**src/rtl/ddsm_fs4_duc_if.sv**
```systemverilog
// ddsm_fs4_duc_if: sample bus between the I/Q delta-sigma modulators, the
// fs/4 up-converter and the RF DAC/PA driver.
//   in_valid/in_i/in_q : signed I/Q DDSM words, one pair per valid cycle
//   sync               : reload the mixer phase counter
//   mode               : 00 mix, 01 I passthrough, 10 tone, 11 mute
//   out_data/out_valid/out_phase : up-converted real stream
// master drives the inputs (modulator side); slave is the up-converter.
interface ddsm_fs4_duc_if #(
  parameter int DW = 6
);
  logic          in_valid;
  logic [DW-1:0] in_i;
  logic [DW-1:0] in_q;
  logic          sync;
  logic [1:0]    mode;
  logic [DW-1:0] out_data;
  logic          out_valid;
  logic [1:0]    out_phase;

  modport master (
    output in_valid, in_i, in_q, sync, mode,
    input  out_data, out_valid, out_phase
  );

  modport slave (
    input  in_valid, in_i, in_q, sync, mode,
    output out_data, out_valid, out_phase
  );
endinterface

```
**src/rtl/ddsm_fs4_duc.sv**
```systemverilog
// ddsm_fs4_duc: fs/4 quadrature digital up-converter for DDSM I/Q words.
// Output sequence over phases 0..3 is I, Q, -I, -Q (negation saturating).
// Two registered stages: capture (s1) then mix (out). in_valid -> out_valid
// latency is 2 cycles, one sample per clock, no backpressure.
// Ports:
//   clk  : system clock, rising edge
//   rst  : asynchronous active-high reset
//   bus  : ddsm_fs4_duc_if slave (in_valid/in_i/in_q/sync/mode in,
//          out_data/out_valid/out_phase out)
module ddsm_fs4_duc #(
  parameter int DW      = 6,
  parameter int PH_INIT = 0
) (
  input logic           clk,
  input logic           rst,
  ddsm_fs4_duc_if.slave bus
);

  typedef enum logic [1:0] {
    MODE_MIX   = 2'b00,
    MODE_IPASS = 2'b01,
    MODE_TONE  = 2'b10,
    MODE_MUTE  = 2'b11
  } mode_e;

  typedef struct packed {
    logic signed [DW-1:0] i;
    logic signed [DW-1:0] q;
    mode_e                mode;
    logic [1:0]           ph;
  } s1_t;

  localparam logic [1:0]           PH0   = 2'(PH_INIT);
  localparam logic signed [DW-1:0] MAXV  = {1'b0, {(DW-1){1'b1}}};
  localparam logic signed [DW-1:0] NMAXV = -MAXV;

  // vld_pipe_q[0] = stage-1 valid, vld_pipe_q[1] = out_valid
  logic [1:0]           vld_pipe_q;
  s1_t                  s1_q, s1_d;
  logic [1:0]           phase_q, phase_d;
  logic signed [DW-1:0] out_data_q, mix_d;
  logic [1:0]           out_phase_q;

  logic signed [DW-1:0] sel_s, neg_s;
  logic signed [DW:0]   neg_w;

  // Phase counter: sync wins over advance; a sample coinciding with sync
  // is still captured with the pre-sync phase.
  always_comb begin
    phase_d = phase_q;
    if (bus.sync)          phase_d = PH0;
    else if (bus.in_valid) phase_d = phase_q + 2'd1;
  end

  always_comb begin
    s1_d = s1_q;
    if (bus.in_valid) begin
      s1_d.i    = bus.in_i;
      s1_d.q    = bus.in_q;
      s1_d.mode = mode_e'(bus.mode);
      s1_d.ph   = phase_q;
    end
  end

  // Odd phases pick Q, even pick I; phases 2/3 use the negated word.
  // Negation is done one bit wider; the only value that does not fit back
  // into DW bits is +2^(DW-1) (from the most negative input), detected by
  // the top two bits disagreeing, and clamped to +max.
  always_comb begin
    sel_s = s1_q.ph[0] ? s1_q.q : s1_q.i;
    neg_w = -{sel_s[DW-1], sel_s};
    neg_s = (neg_w[DW] != neg_w[DW-1]) ? MAXV : neg_w[DW-1:0];
    mix_d = '0;
    case (s1_q.mode)
      MODE_MIX:   mix_d = s1_q.ph[1] ? neg_s : sel_s;
      MODE_IPASS: mix_d = s1_q.i;
      MODE_TONE: begin
        if (s1_q.ph == 2'd0)      mix_d = MAXV;
        else if (s1_q.ph == 2'd2) mix_d = NMAXV;
        else                      mix_d = '0;
      end
      MODE_MUTE:  mix_d = '0;
      default:    mix_d = '0;
    endcase
  end

  always_ff @(posedge clk or posedge rst) begin
    if (rst) begin
      phase_q     <= PH0;
      s1_q        <= '0;
      vld_pipe_q  <= '0;
      out_data_q  <= '0;
      out_phase_q <= '0;
    end else begin
      phase_q    <= phase_d;
      s1_q       <= s1_d;
      vld_pipe_q <= {vld_pipe_q[0], bus.in_valid};
      // Output data/phase hold across invalid cycles.
      if (vld_pipe_q[0]) begin
        out_data_q  <= mix_d;
        out_phase_q <= s1_q.ph;
      end
    end
  end

  assign bus.out_data  = out_data_q;
  assign bus.out_valid = vld_pipe_q[1];
  assign bus.out_phase = out_phase_q;

endmodule

```
**src/flat_wrapper.sv**
```systemverilog
// flat-port wrapper written by rule: the top's interface ports become plain ports
module ddsm_fs4_duc_flat 
#(
  parameter int DW      = 6,
  parameter int PH_INIT = 0
)
  (clk, rst, bus_in_valid, bus_in_i, bus_in_q, bus_sync, bus_mode, bus_out_data, bus_out_valid, bus_out_phase);
  ddsm_fs4_duc_if #(.DW(DW)) bus_i ();
  input logic clk;
  input logic rst;
  input wire logic [$bits(bus_i.in_valid)-1:0] bus_in_valid;
  input wire logic [$bits(bus_i.in_i)-1:0] bus_in_i;
  input wire logic [$bits(bus_i.in_q)-1:0] bus_in_q;
  input wire logic [$bits(bus_i.sync)-1:0] bus_sync;
  input wire logic [$bits(bus_i.mode)-1:0] bus_mode;
  output wire logic [$bits(bus_i.out_data)-1:0] bus_out_data;
  output wire logic [$bits(bus_i.out_valid)-1:0] bus_out_valid;
  output wire logic [$bits(bus_i.out_phase)-1:0] bus_out_phase;
  assign bus_i.in_valid = bus_in_valid;
  assign bus_i.in_i = bus_in_i;
  assign bus_i.in_q = bus_in_q;
  assign bus_i.sync = bus_sync;
  assign bus_i.mode = bus_mode;
  assign bus_out_data = bus_i.out_data;
  assign bus_out_valid = bus_i.out_valid;
  assign bus_out_phase = bus_i.out_phase;
  ddsm_fs4_duc #(.DW(DW), .PH_INIT(PH_INIT)) u_core (.clk(clk), .rst(rst), .bus(bus_i));
endmodule
```
**config.mk**
```make
export PLATFORM = sky130hd
export DESIGN_NAME = ddsm_fs4_duc_flat
export DESIGN_NICKNAME = d
export VERILOG_FILES = /design/src/rtl/ddsm_fs4_duc_if.sv /design/src/rtl/ddsm_fs4_duc.sv /design/src/flat_wrapper.sv
export SDC_FILE = /design/constraint.sdc
export NUM_CORES = 1
export LEC_CHECK = 0
export BUFFER_PORTS_ARGS = -buffer_cell sky130_fd_sc_hd__buf_2
export CORE_MARGIN = 2
export CORE_UTILIZATION = 40
export CTS_CLUSTER_SIZE = 16
export DETAILED_ROUTE_END_ITERATION = 8
export GPL_TIMING_DRIVEN = 0
export PLACE_DENSITY = 0.67
export SYNTH_ARGS = -nofsm -noshare
export SYNTH_HDL_FRONTEND = slang
export SYNTH_SLANG_ARGS = --single-unit
```
**constraint.sdc**
```tcl
create_clock -name clk -period 3.99 [get_ports clk]
set_input_delay 0.1995 -clock clk [delete_from_list [all_inputs] [get_ports clk]]
set_output_delay 0.1995 -clock clk [all_outputs]
set_load 0.01 [all_outputs]
```
==> impl_metrics.yaml, run 1 <==
status:
  outcome: "finished clean"
timing:
  min_period_over_period_pct: 78.1
  final_max_slew_viol_count: 0
  hold_violations: 0
  clock.fmax_ghz: 0.321
  fin_skew_ps: 3.17
  fin_tns_setup_ps: 0
  min_period_ps: 3110
  worstMarginPinSlew_ps: 1020
  final-setup-viol-count: 0
  fin_ws_ps: 875
  max-slew-margin-rel_pct: 31.8
  rsz0062_at_grt: "false"
floorplanning:
  dieHeight_um: 63.7
  start_util_pct: 42.1
  dieWidth_um: 63.7
  core_area_um2: 3390
  die_area_um2: 4060
  row_count: 21
  pin_count: 27
global_routing:
  first_global_vias: 1111
  grt_usage_pct: 15.7
  antenna_found_initial: 0
  grt_pass1_wl_mm: 5.09
  grt_start_max_net_pins: 29
  overflow: 0
setup_path:
  crit_fanout: 10
  ff2ff_path_depth: 10
  end_kind: "flip-flop"
  required_ps: 4190
  worstPathArrival_ps: 3320
  crit_type: "reg2reg"
  cp-start-kind: "flip-flop"
clock_tree:
  postCtsSetupRepairBufs: 0
  clk_latency_ps: 330
  hold_buffers: 0
  cts_buffers: 3
  h-tree-depth: 1
  clk_pin_slew_ps: 140
  cts_root_buffer: "clkbuf_4"
  cts_sinks: 28
  post_cts_resized: 0
  cts.path.max_buffers: 2
  cts_tree: "done"
placement:
  place_hpwl_mm: 2.16
  pre_cts_slack_ps: 899
  place_congestion: 0.951
  io_buffers: 26
yosys:
  yosys_warnings: 0
  ys_seq_elements: 28
  synthTopCellsByArea: "dfrtp_1 49%, mux2_2 11%, mux2i_1 4.9%"
  synth-async-reset-ratio_pct: 100
  synth_area_um2: 1430
  ys.flop_type: "dfrtp_1"
  synth_edf_count: 0
  avgSynthCellArea_um2: 10.9
  syn_nets: 151
  yosysTopAreaCell: "dfrtp_1"
  synth.distinct_cells: 39
  post-synth-top-area-fraction_pct: 49.1
  ys_seq_area_share_pct: 49.1
  synthCells: 131
pwr:
  power_frac_comb_pct: 27.0
  seqPwrFrac_pct: 52.1
  switchingPower_w: 0.000201
  p_int_w: 0.000454
  swShare_pct: 30.7
  p_clk_share_pct: 20.9
  power_density_nw_per_um2: 395
  ir_drop_mv: 0.170
  p_leak_nw: 0.732
finish:
  layout_common_cells: "28 x dfrtp_1, 27 x buf_2, 14 x mux2_2"
  fillers: 322
  layout_commonest_cell: "dfrtp_1"
  final_layout_size_suffix_gt1_share_pct: 30.2
  nets: 183
  synthToLayoutAreaGrowth_pct: 16.4
  antenna_cells: 0
flow_run:
  maxCapViolCount: 0
detailed_routing:
  wl_per_cell_um: 13.6
  wirelength_mm: 2.82
  vias: 1105
  antenna_left: 0
  dr.pass1.iters: 4
  drcViolationCount: 0
  drtIter0Drc: 40
  viasPerCell: 5.31
worst_hold_path:
  whs_path_depth: 1
  hold_path_class: "in2reg"
==> final timing paths <==
kind	from	to	slack, ps
hold / removal	bus_in_valid	u_core.vld_pipe_q[0]	30
setup reg to reg	u_core.s1_q[0]	u_core.bus.out_data[2]	880
hold reg to reg	u_core.vld_pipe_q[0]	u_core.vld_pipe_q[1]	430
setup / recovery	u_core.s1_q[0]	u_core.bus.out_data[2]	880
max in group asynchronous	rst	u_core.s1_q[2]	3290
min in group asynchronous	rst	u_core.s1_q[14]	90
==> layer usage <==
metal | vias to the layer above | routed length (um) | share of wire [%] | GRT usage (%)
li1 | 533 | - | - | -
met1 | 546 | 1360 | 48 | 21.8
met2 | 22 | 1330 | 47 | 25.4
met3 | 4 | 88 | 3.1 | 2.14
met4 | 0 | 38 | 1.3 | 4.89
met5 | - | 0 | 0 | 0
==> sequential cells by signal, summed over array words and instances (netlist names) <==
name,cells
u_core.s1_q,16
u_core.bus.out_data,6
u_core.bus.out_phase,2
u_core.phase_q,2
u_core.vld_pipe_q,2
==> Yosys cell counts (2+ instances only) <==
cell type / count
nor2_1: 10
nor3_1: 3
nand3_1: 3
ha_1: 2
dfrtp_1: 28
nand2_1: 7
xnor2_1: 3
nor3b_1: 2
inv_1: 9
a211oi_1: 3
o21ai_0: 8
a21oi_1: 3
mux2i_1: 7
clkbuf_1: 5
mux2_2: 14
==> per-stage QoR <==
| step | hold WS [ps] | area [um2] | total power [W] | std cells | utilization [%] |
|---|---|---|---|---|---|
| 2_1_floorplan | 231 | 1430 | 0.000468 | 131 | - |
| 3_3_place_gp | 367 | 1610 | 0.000516 | 203 | 47.6 |
| 3_5_place_dp | 367 | 1610 | 0.000523 | 203 | 47.6 |
| 4_1_cts | 6.13 | 1650 | 0.000659 | 207 | 48.7 |
| 5_1_grt | 14.6 | 1660 | 0.000700 | 208 | 49.0 |
| 6_report | 27.8 | 1660 | 0.000655 | 208 | 49.0 |
==> critical path, cell delays in order (launching register included) <==
cell	delay, ps
dfrtp_1	370
buf_6	130
buf_2	250
mux2i_1	290
ha_1	230
o21ai_0	170
o21a_1	220
ha_1	390
or4_1	500
a311oi_1	290
o32ai_1	140
==> final cells by class <==
| type | instances | area, um2 | area share, % |
|---|---|---|---|
| buffer | 8 | 38.8 | 2.34 |
| tap | 46 | 57.6 | 3.47 |
| timing repair buffer | 27 | 140 | 8.44 |
| sequential | 28 | 701 | 42.2 |
| inverter | 9 | 33.8 | 2.03 |
| clock buffer | 4 | 36.3 | 2.19 |
| multi-input combinational | 86 | 653 | 39.3 |
==> power groups by stage <==
stage,logic (W),clock network (W),registers [W]
final,0.000177,0.000137,0.000341
after global routing,0.000198,0.000156,0.000347
after CTS,0.000176,0.000140,0.000342
after detailed placement,0.000175,0,0.000348
after global placement,0.000170,0,0.000345
after floorplan,0.000118,0,0.000349
==> kinds of logic (layout without fill, tap and decap cells) <==
| group | count (synthesis) | in the layout | synth area share [%] |
|---|---|---|---|
| and+or+nand+nor | 29 | 29 | 9.91 |
| xor gates and xnor gates | 4 | 4 | 2.46 |
| DFF | 28 | 28 | 49.1 |
| buffers and inverters | 17 | 48 | 5.09 |
| muxes | 21 | 21 | 16.0 |
| adders and majority gates | 2 | 2 | 1.75 |
| AOI/OAI and AO/OA | 30 | 30 | 15.7 |
(Power assumes the default switching activity.)
==> run 2, diff against run 1 <==
- clock period: 3.99 -> 2.95 ns (I/O delays scaled with it)
==> run 2 against run 1 <==
  * First-iteration DRC count increased by 33%
  * Count of clock-buffer cells in the layout did not move
  * Critical path depth is 1 lower
  * Via count grew 0.18%
  * Flip-flop and latch count unchanged
  * Die area did not move
  * Core utilization grew 1.2 points
  * Fmax grew 12%
  * Combinational power is 43% higher
  * Critical endpoint unchanged
  * Final cell count increased by 0.48%
==> impl_metrics.yaml, run 2 (synthesis results as in run 1) <==
timing:
  rsz0062_at_grt: "false"
  final-setup-viol-count: 0
  fin_skew_ps: 3.52
  max-slew-margin-rel_pct: 31.6
  clock.fmax_ghz: 0.359
  final_max_slew_viol_count: 0
  hold_violations: 0
  min_period_over_period_pct: 94.4
  worstMarginPinSlew_ps: 1030
  min_period_ps: 2790
detailed_routing:
  wl_per_cell_um: 13.8
  wl_met2_mm: 1.39
  highest_layer: "met4"
  vias: 1107
  wirelength_mm: 2.89
  drcViolationCount: 0
  dr_wl_met3_um: 103
  drtIter0Drc: 53
  met1Wirelength_mm: 1.35
  dr.pass1.iters: 4
  antenna_left: 0
  viasPerCell: 5.30
placement:
  io_buffers: 26
  place_hpwl_mm: 2.16
  place_area_um2: 1610
  place_congestion: 0.951
setup_path:
  end_kind: "flip-flop"
  crit_fanout: 8
  crit_type: "reg2reg"
  cp-start-kind: "flip-flop"
  worstPathArrival_ps: 2990
  required_ps: 3160
finish:
  largest_register: "u_core.s1_q"
  final_layout_size_suffix_gt1_share_pct: 32.5
  nets: 184
  fillers: 321
  design_area_um2: 1700
  antenna_cells: 0
  layout_commonest_cell: "dfrtp_1"
  largest_reg_flops: 16
  layout_common_cells: "28 x dfrtp_1, 26 x buf_2, 14 x mux2_2"
  synthToLayoutAreaGrowth_pct: 19.2
global_routing:
  grt_usage_pct: 16.3
  first_global_vias: 1160
  grt_pass1_wl_mm: 5.26
  grt_start_max_net_pins: 29
  overflow: 0
  antenna_found_initial: 0
clock_tree:
  cts_root_buffer: "clkbuf_4"
  cts_buffers: 3
  postCtsSetupRepairBufs: 0
  clk_pin_slew_ps: 140
  clk_latency_ps: 330
  cts_sinks: 28
  cts_tree: "done"
  h-tree-depth: 1
  cts.path.max_buffers: 2
floorplanning:
  die_area_um2: 4060
  dieHeight_um: 63.7
  row_count: 21
  start_util_pct: 42.1
  core_area_um2: 3390
  dieWidth_um: 63.7
  pin_count: 27
flow_run:
  maxCapViolCount: 0
pwr:
  switchingPower_w: 0.000278
  ir_drop_mv: 0.233
  power_w: 0.000902
  p_int_w: 0.000624
  swShare_pct: 30.8
  p_leak_nw: 0.736
  p_clk_share_pct: 20.6
  power_frac_comb_pct: 28.0
  power_density_nw_per_um2: 530
  seqPwrFrac_pct: 51.3
status:
  outcome: "finished clean"
worst_hold_path:
  hold_path_class: "in2reg"
==> run 2: cell types whose count changed in the layout (fill, tap and decap cells not counted), sizes merged <==
cell / previous run / this run
dlygate4sd3: 1 / 2
==> run 2: path summary, 6_finish.rpt <==
check                                     start                      to  slack (ps)  depth (start not counted)
max in group asynchronous                   rst  u_core.bus.out_data[0]        2300                          2
max                              u_core.s1_q[0]  u_core.bus.out_data[2]         160                          9
min reg2reg                u_core.vld_pipe_q[0]    u_core.vld_pipe_q[1]         430                          0
min in group asynchronous                   rst         u_core.s1_q[14]          30                          2
min                                 bus_mode[1]          u_core.s1_q[3]          20                          3
max reg2reg                      u_core.s1_q[0]  u_core.bus.out_data[2]         160                          9
==> run 2: critical path: stages, from the launching register on <==
cell and delay, ps:
dfrtp_1 400, buf_6 140, or4_4 540, o31ai_1 90, nand3_1 130, xnor2_1 160, ha_2 340, or4_1 500
a311oi_2 240, o32ai_1 130
==> run 2: per-stage QoR <==
step           setup TNS [ps]  hold slack, ps  worst slack [ps]  utilization [%]  std cells
2_1_floorplan               0             179               284                -        131
3_3_place_gp            -7.04             315             -7.04             47.6        203
3_5_place_dp             -141             315              -141             47.6        203
4_1_cts                     0            24.6              50.7             49.7        209
5_1_grt                     0            11.5              45.6             50.2        209
6_report                    0            16.9               164             50.2        209
==> run 2: layout make-up <==
cell class	count	area (um2)	area share, %
buffer	8	45.0	2.65
timing repair buffer	28	150	8.83
inverter	9	33.8	1.99
multi-input combinational	86	677	39.8
tap	46	57.6	3.38
sequential	28	701	41.2
clock buffer	4	36.3	2.13
==> run 2: power groups by stage <==
stage / Clock (W) / Sequential (W) / Combinational, W
detailed placement: 0 / 0.000470 / 0.000237
CTS: 0.000190 / 0.000463 / 0.000247
global placement: 0 / 0.000467 / 0.000231
floorplan: 0 / 0.000472 / 0.000160
global route: 0.000211 / 0.000470 / 0.000283
finish: 0.000186 / 0.000463 / 0.000253
==> run 2: repair_timing <==
action	in CTS	in global routing
hold buffers	2	0
setup endpoints to repair	1	1
resized for setup	4	4
endpoints found under the hold margin	3	0
==> run 2: metal layers <==
layer | vias up | GRT usage (%)
li1 | 541 | -
met1 | 538 | 21.7
met2 | 24 | 27.0
met3 | 4 | 2.32
met4 | 0 | 5.71
met5 | - | 0
==> run 3, diff against run 2 <==
- PLACE_DENSITY: 0.67 -> 0.62
==> run 3 against run 2 <==
  * First-iteration DRC count up 13%
  * Critical endpoint unchanged
  * Routed wire length up 3.5%
  * Non-clock buffer count down 1
  * Via count down 0.72%
  * Clock skew up 3.2 ps
  * Sequential share of layout area up 1.2 points
  * Clock power down 15%
  * Sequential power about the same
  * Fmax down 1.4%
  * Register-to-register slack worse by 40 ps
  * Largest cell class unchanged
  * Global-route usage up 0.27 points
==> impl_metrics.yaml, run 3 (synthesis results as in run 1) <==
setup_path:
  r2r-end: "u_core.bus.out_data[2]"
  cp_slowest_stage_delay_ps: 550
  required_ps: 3170
  crit_type: "reg2reg"
  crit_fanout: 17
  cp-start-kind: "flip-flop"
  end_kind: "flip-flop"
  reg2reg_slack_ps: 120
  crit_path_cell_trace: "buf_6 -> or4_4 -> o31ai_1 -> nand3_1 -> xnor2_1 -> ha_2 -> or4_1 -> a311oi_1 -> o32ai_1"
  worstPathArrival_ps: 3040
  ff2ff_path_depth: 9
  worst_path_max_delay_cell: "or4_4"
  regToRegStartpoint: "u_core.s1_q[0]"
finish:
  layout_common_cells: "28 x dfrtp_1, 26 x buf_2, 14 x mux2_2"
  nets: 183
  antenna_cells: 0
  synthToLayoutAreaGrowth_pct: 16.0
  layout_commonest_cell: "dfrtp_1"
  fillers: 317
  final_util_pct: 48.8
  final_layout_size_suffix_gt1_share_pct: 29.8
  largest_register: "u_core.s1_q"
  largest_reg_flops: 16
pwr:
  power_w: 0.000861
  ir_drop_mv: 0.228
  p_leak_nw: 0.722
  power_density_nw_per_um2: 520
detailed_routing:
  viasPerCell: 5.31
  dr.pass1.iters: 4
  drcViolationCount: 0
  drtIter0Drc: 60
  met1Wirelength_mm: 1.40
  antenna_left: 0
  wl_per_cell_um: 14.4
  wl_met2_mm: 1.42
  dr_wl_met3_um: 108
  highest_layer: "met4"
  wirelength_mm: 2.99
  vias: 1099
timing:
  fin_ws_ps: 123
  final_max_slew_viol_count: 0
  fin_skew_ps: 6.75
  min_period_ps: 2830
  max-slew-margin-rel_pct: 30.8
  final-setup-viol-count: 0
  rsz0062_at_grt: "false"
  hold_violations: 0
  fin_tns_setup_ps: 0
  min_period_over_period_pct: 95.8
  worstMarginPinSlew_ps: 1040
  clock.fmax_ghz: 0.354
global_routing:
  grt_pass1_wl_mm: 5.14
  grt_start_max_net_pins: 29
  antenna_found_initial: 0
  overflow: 0
  first_global_vias: 1097
  grt_usage_pct: 16.5
clock_tree:
  cts_buffers: 3
  cts_root_buffer: "clkbuf_4"
  cts_sinks: 28
  cts.path.max_buffers: 2
  clk_latency_ps: 330
  clk_pin_slew_ps: 140
  postCtsSetupRepairBufs: 0
  cts_tree: "done"
  h-tree-depth: 1
worst_hold_path:
  hold_start: "bus_mode[0]"
  hold_path_class: "in2reg"
  min_to: "u_core.s1_q[2]"
  whs_path_depth: 3
floorplanning:
  dieHeight_um: 63.7
  dieWidth_um: 63.7
  pin_count: 27
  core_area_um2: 3390
  die_area_um2: 4060
  row_count: 21
  start_util_pct: 42.1
status:
  outcome: "finished clean"
flow_run:
  maxCapViolCount: 0
placement:
  place_congestion: 0.844
  io_buffers: 26
  place_hpwl_mm: 2.26
  pre_cts_slack_ps: -66.9
## run 3: per-layer routing
layer,track usage [%],vias up
li1,-,536
met1,21.6,530
met2,26.2,28
met3,3.04,5
met4,8.42,0
met5,0,-
## run 3: power breakdown
group	switching, W	internal [W]
clock	0.000110	0.0000481
sequential	0.0000335	0.000429
combinational	0.000129	0.000111
## run 3: timing repair
action | in CTS | in global routing
gates resized for setup | 0 | 1
endpoints found under the setup margin | 1 | 1
pin swaps | 0 | 0
hold buffers | 2 | 0
gates cloned | 0 | 0
hold endpoints to repair | 3 | 0
## run 3: worst max-delay path: cells and delay by family, from the launching register on
kind            cells  cell delay, ps
compound gates      3             470
xor+xnor            1             160
fa+ha+maj           1             340
buf+inv             1             160
flops               1             400
simple gates        3            1170
## run 3: through the flow
stage	cell area, um2	hold slack, ps	instances
3_5_place_dp	1610	321	203
3_3_place_gp	1610	316	203
2_1_floorplan	1430	179	131
5_1_grt	1650	5.23	207
6_report	1650	13.3	207
4_1_cts	1650	17.0	207
## run 3: how the worst max path moves through the flow
stage / from / end / slack (ps)
6_report: u_core.s1_q[0] / u_core.bus.out_data[2] / 120
5_1_grt: u_core.s1_q[0] / u_core.bus.out_data[2] / 10
4_1_cts: u_core.s1_q[0] / u_core.bus.out_data[2] / 70
3_5_place_dp: u_core.s1_q[0] / u_core.bus.out_data[2] / -70
3_3_place_gp: u_core.s1_q[0] / u_core.bus.out_data[2] / 5
2_1_floorplan: u_core.s1_q[0] / u_core.bus.out_data[2] / 280
## run 3: final cells by class
type	instances	area (um2)	share of cell area [%]
timing repair buffer	28	150	9.08
inverter	9	33.8	2.04
buffer	7	33.8	2.04
clock buffer	3	22.5	1.36
sequential	28	701	42.4
tap	46	57.6	3.48
multi-input combinational	86	656	39.6
